===== src/rtl/uart_rx_frontend.sv =====
// UART receiver front end: pad resynchroniser, 3-sample glitch filter, loopback source mux
// and the 16x-oversampling enable generator driven by the divisor latch.
module uart_rx_frontend #(
    parameter int unsigned DIV_W       = 16,
    parameter int unsigned SYNC_STAGES = 2
) (
    input  logic             clk,
    input  logic             wb_rst_i,
    input  logic [DIV_W-1:0] dl,
    input  logic             dl_load,
    input  logic             loopback,
    input  logic             stx_pad_i,
    input  logic             srx_pad_i,
    output logic             enable,
    output logic             srx_sync,
    output logic             srx_fall
);

    logic [SYNC_STAGES-1:0] sync_q, sync_d;
    logic [2:0]             filt_q, filt_d;
    logic                   loopback_q;
    logic                   mode_switch;
    logic                   filt_src;
    logic                   filt_stable;
    logic                   srx_sync_q, srx_sync_d;
    logic                   srx_prev_q;
    logic                   srx_fall_q, srx_fall_d;
    logic [DIV_W-1:0]       cnt_q, cnt_d;
    logic                   enable_q, enable_d;

    // Serial path: the sync chain always runs; loopback bypasses it because stx is
    // already in the clk domain.
    always_comb begin
        sync_d      = {sync_q[SYNC_STAGES-2:0], srx_pad_i};
        mode_switch = loopback ^ loopback_q;
        filt_src    = loopback ? stx_pad_i : sync_q[SYNC_STAGES-1];
        filt_stable = (filt_q == 3'b000) || (filt_q == 3'b111);

        if (mode_switch) begin
            // Re-arm the filter at idle so a mode change never looks like a start bit.
            filt_d     = 3'b111;
            srx_sync_d = 1'b1;
        end else begin
            filt_d     = {filt_q[1:0], filt_src};
            srx_sync_d = filt_stable ? filt_q[0] : srx_sync_q;
        end

        srx_fall_d = srx_prev_q & ~srx_sync_q;
    end

    // Baud down-counter: reload on load, on start-up from zero, and on reaching one.
    always_comb begin
        cnt_d    = cnt_q;
        enable_d = 1'b0;
        if (dl == '0) begin
            cnt_d = '0;
        end else if (dl_load) begin
            cnt_d = dl;
        end else if (cnt_q == '0) begin
            cnt_d = dl;
        end else if (cnt_q == DIV_W'(1)) begin
            enable_d = 1'b1;
            cnt_d    = dl;
        end else begin
            cnt_d = cnt_q - DIV_W'(1);
        end
    end

    always_ff @(posedge clk) begin
        if (wb_rst_i) begin
            sync_q     <= '1;
            filt_q     <= 3'b111;
            loopback_q <= 1'b0;
            srx_sync_q <= 1'b1;
            srx_prev_q <= 1'b1;
            srx_fall_q <= 1'b0;
            cnt_q      <= '0;
            enable_q   <= 1'b0;
        end else begin
            sync_q     <= sync_d;
            filt_q     <= filt_d;
            loopback_q <= loopback;
            srx_sync_q <= srx_sync_d;
            srx_prev_q <= srx_sync_q;
            srx_fall_q <= srx_fall_d;
            cnt_q      <= cnt_d;
            enable_q   <= enable_d;
        end
    end

    assign enable   = enable_q;
    assign srx_sync = srx_sync_q;
    assign srx_fall = srx_fall_q;

endmodule


===== config.mk =====
export PLATFORM = sky130hd
export DESIGN_NAME = uart_rx_frontend
export DESIGN_NICKNAME = d
export VERILOG_FILES = /design/src/rtl/uart_rx_frontend.sv
export SDC_FILE = /design/constraint.sdc
export NUM_CORES = 1
export LEC_CHECK = 0
export CAP_MARGIN = 20
export CORE_MARGIN = 10
export CORE_UTILIZATION = 55
export CTS_CLUSTER_SIZE = 25
export DETAILED_ROUTE_END_ITERATION = 10
export GPL_TIMING_DRIVEN = 0
export PLACE_DENSITY = 0.83
export SLEW_MARGIN = 20
export SYNTH_ARGS = -nofsm -noshare
export SYNTH_HDL_FRONTEND = slang
export SYNTH_SLANG_ARGS = --single-unit
export TNS_END_PERCENT = 1

===== constraint.sdc =====
create_clock -name clk -period 5.23 [get_ports clk]
set_input_delay 1.046 -clock clk [delete_from_list [all_inputs] [get_ports clk]]
set_output_delay 1.046 -clock clk [all_outputs]
set_load 0.03 [all_outputs]

==> results.py <==
metrics = {
    "placement": {
        "gp_congestion": 0.922,
        "post_dp_cell_area_mm2": 0.00163,
        "post-place-ws_ps": 2310,
        "port_buffers": 24,
        "place_inst": 201,
        "place_hpwl_um": 2680,
    },
    "global_routing": {
        "grt_antenna_before_repair": 0,
        "grt_max_degree": 15,
        "grt_pass1_wl_um": 5780,
        "overflow": 0,
        "grt.total_usage": 0.138,
        "grt_pass1_vias": 1255,
    },
    "cts": {
        "ctsLongestPathBuffers": 2,
        "clock_latency_ps": 330,
        "cts_buffers": 3,
        "cts_sinks": 26,
        "clk_pin_slew_worst_paths_ps": 140,
        "cts_resized": 0,
        "cts_setup_buffers": 0,
        "cts_tree": "built",
        "cts_htree_levels": 1,
        "cts_root_buffer": "clkbuf_4",
        "cts_hold_buf": 0,
    },
    "floorplan": {
        "dieArea_mm2": 0.00485,
        "core_area_mm2": 0.00228,
        "start_util": 0.596,
        "rows": 17,
        "io_pins": 25,
        "die_w_um": 69.7,
        "die_h_um": 69.7,
    },
    "timing": {
        "whs_ps": 419,
        "slew_viol_final": 0,
        "worst_slew_pin_slew_ps": 768,
        "fin_skew_ps": 9.69,
        "period_share": 0.502,
        "setup_tns_ps": 0,
        "finalHoldViolations": 0,
        "setup_ws_ps": 2600,
        "slew_headroom": 0.484,
        "rsz0062_at_grt": "false",
        "max_freq_mhz": 381,
        "setup_viol": 0,
        "min_period_ps": 2630,
    },
    "routing": {
        "antenna_left": 0,
        "drt-total-wl_um": 3450,
        "drc": 0,
        "drt-initial-drc-count": 92,
        "num_vias": 1259,
        "wire_per_inst_um": 16.8,
        "vias_per_cell": 6.14,
        "firstDrtPassIters": 4,
    },
    "min_path": {
        "whs_endpoint": "srx_fall",
        "hold_path.startpoint": "srx_prev_q",
        "hp-class": "flip-flop to flip-flop",
        "holdPathStages": 2,
    },
    "layout": {
        "final_cells": 205,
        "nNetsFinal": 202,
        "num_antenna_cells": 0,
        "fill_cells": 186,
        "area_growth_pct": 23.0,
        "drive_gt1_frac": 0.0791,
        "final_area_mm2": 0.00167,
        "finalCoreUtilization": 0.733,
    },
    "synth": {
        "synth_area_leaders": "dfxtp_1 (38%), mux2i_1 (6.6%), xor2_1 (5.2%), nand2b_1 (4.2%), o311ai_0 (3.9%)",
        "synth.most_common_cell": "dfxtp_1",
        "synth_nets": 173,
        "postSynth.asyncResetShare": 0,
        "synth_compound_area_frac": 0.171,
        "synth_commonest_cells": "dfxtp_1 (26), nand2_1 (11), a21oi_1 (9), mux2i_1 (9), nand2b_1 (9)",
        "ys_ff_latch": 26,
        "synth_mux_area_frac": 0.0664,
        "synth_xor_area_frac": 0.0646,
        "yosys.area_share.adder": 0.0185,
        "synth-main-ff-cell": "dfxtp_1",
        "yosys.area_share.simple": 0.265,
        "synth_top_cell_by_area": "dfxtp_1",
        "yosysWarnings": 0,
        "synth_top_family_by_area": "simple AND/OR/NAND/NOR gates",
        "syn_area_per_cell_um2": 9.10,
        "ys_types": 40,
        "yosysTopAreaCellShare": 0.384,
        "synth_edf_count": 0,
        "syn_area_mm2": 0.00136,
        "synth-seq-area-share": 0.384,
        "syn_inst": 149,
    },
    "worst_setup_path": {
        "cp.arrival_ps": 2900,
        "critical_path_class": "input port to flip-flop",
        "rrSetupSlack_ps": 3180,
        "timing.rr.start": "cnt_q[0]",
        "r2r_cells": 7,
        "worstSetupEndpointType": "flip-flop",
        "cp-start-kind": "input port",
        "cp_max_fo": 10,
        "regToRegEndpoint": "cnt_q[10]",
        "required_ps": 5510,
    },
    "pwr": {
        "worst_ir_drop_vdd_mv": 0.208,
        "p_per_area_mw_per_mm2": 274,
        "fin_total_pwr_mw": 0.457,
        "p_leak_nw": 0.634,
    },
    "flow_run": {
        "drv_cap": 0,
    },
    "outcome": {
        "status": "complete, no violations",
    },
}
## per-layer routing
metal,vias up,GRT usage,share of wire
met5,-,0,0
met4,0,0.0435,0.015
met3,6,0.0371,0.055
met2,38,0.227,0.49
met1,601,0.168,0.44
li1,614,-,-
## area by class of cell
cell class	count	area, um^2	share of cell area
tap	28	35.0	0.0210
multi-input combinational	114	793	0.476
clock buffer	4	36.3	0.0218
sequential	26	520	0.312
inverter	3	11.3	0.00675
buffer	6	31.3	0.0188
timing repair buffer	24	240	0.144
## kinds of logic after synthesis
group / after synthesis
adders and majority gates: 2
AOI/OAI and AO/OA: 33
buffers and inverters: 9
muxes: 9
and+or+nand+nor: 60
xor gates and xnor gates: 10
DFF: 26
## layout by cell type, fill, tap and decap left out, drive strengths merged
cell type and n:
ha 2, a21oi 10, o31a 2, o41a 1, xor2 8, or4 3
and3 1, nor2 6, a21boi 1, nand2b 9, o211a 1, nand2 11
a21o 1, dfxtp 26, xnor2 2, inv 3, nor3b 1, a211o 1
nor3 6, o21ai 6, o21a 2, o311ai 7, or2 4, nand4 4
nand4b 1, or3 2, mux2i 9, or3b 1, nor4 8, buf 2
clkdlybuf4s50 24, and4 1, clkbuf 8, a41oi 1, nor2b 1, nand3 1
## critical path: stages
cell and delay, ps:
clkdlybuf4s50_1 510, nor4_1 80, a41oi_1 510, clkbuf_1 390
o311ai_0 210, a21oi_1 160
## worst max path at each step
stage | startpoint | end | slack, ps | cells past startpoint
2_1_floorplan | dl[13] | cnt_q[13] | 3190 | 5
3_3_place_gp | dl[14] | cnt_q[14] | 2300 | 6
4_1_cts | dl[14] | cnt_q[14] | 2650 | 6
3_5_place_dp | dl[13] | cnt_q[14] | 2310 | 6
6_report | dl[13] | cnt_q[14] | 2600 | 6
5_1_grt | dl[13] | cnt_q[13] | 2460 | 6
## power by group
part	internal [mW]	leakage, nW	switching [mW]	total (mW)
Sequential	0.213	0.215	0.0175	0.231
Combinational	0.0585	0.399	0.0640	0.123
Clock	0.0427	0.0210	0.0615	0.104
## flip-flops by register name, indices dropped and copies added, names as in the netlist
register    flops
cnt_q          16
srx_sync        1
enable          1
srx_fall        1
loopback_q      1
srx_prev_q      1
filt_q          3
sync_q          2
Power figures use the tool's default switching activity.
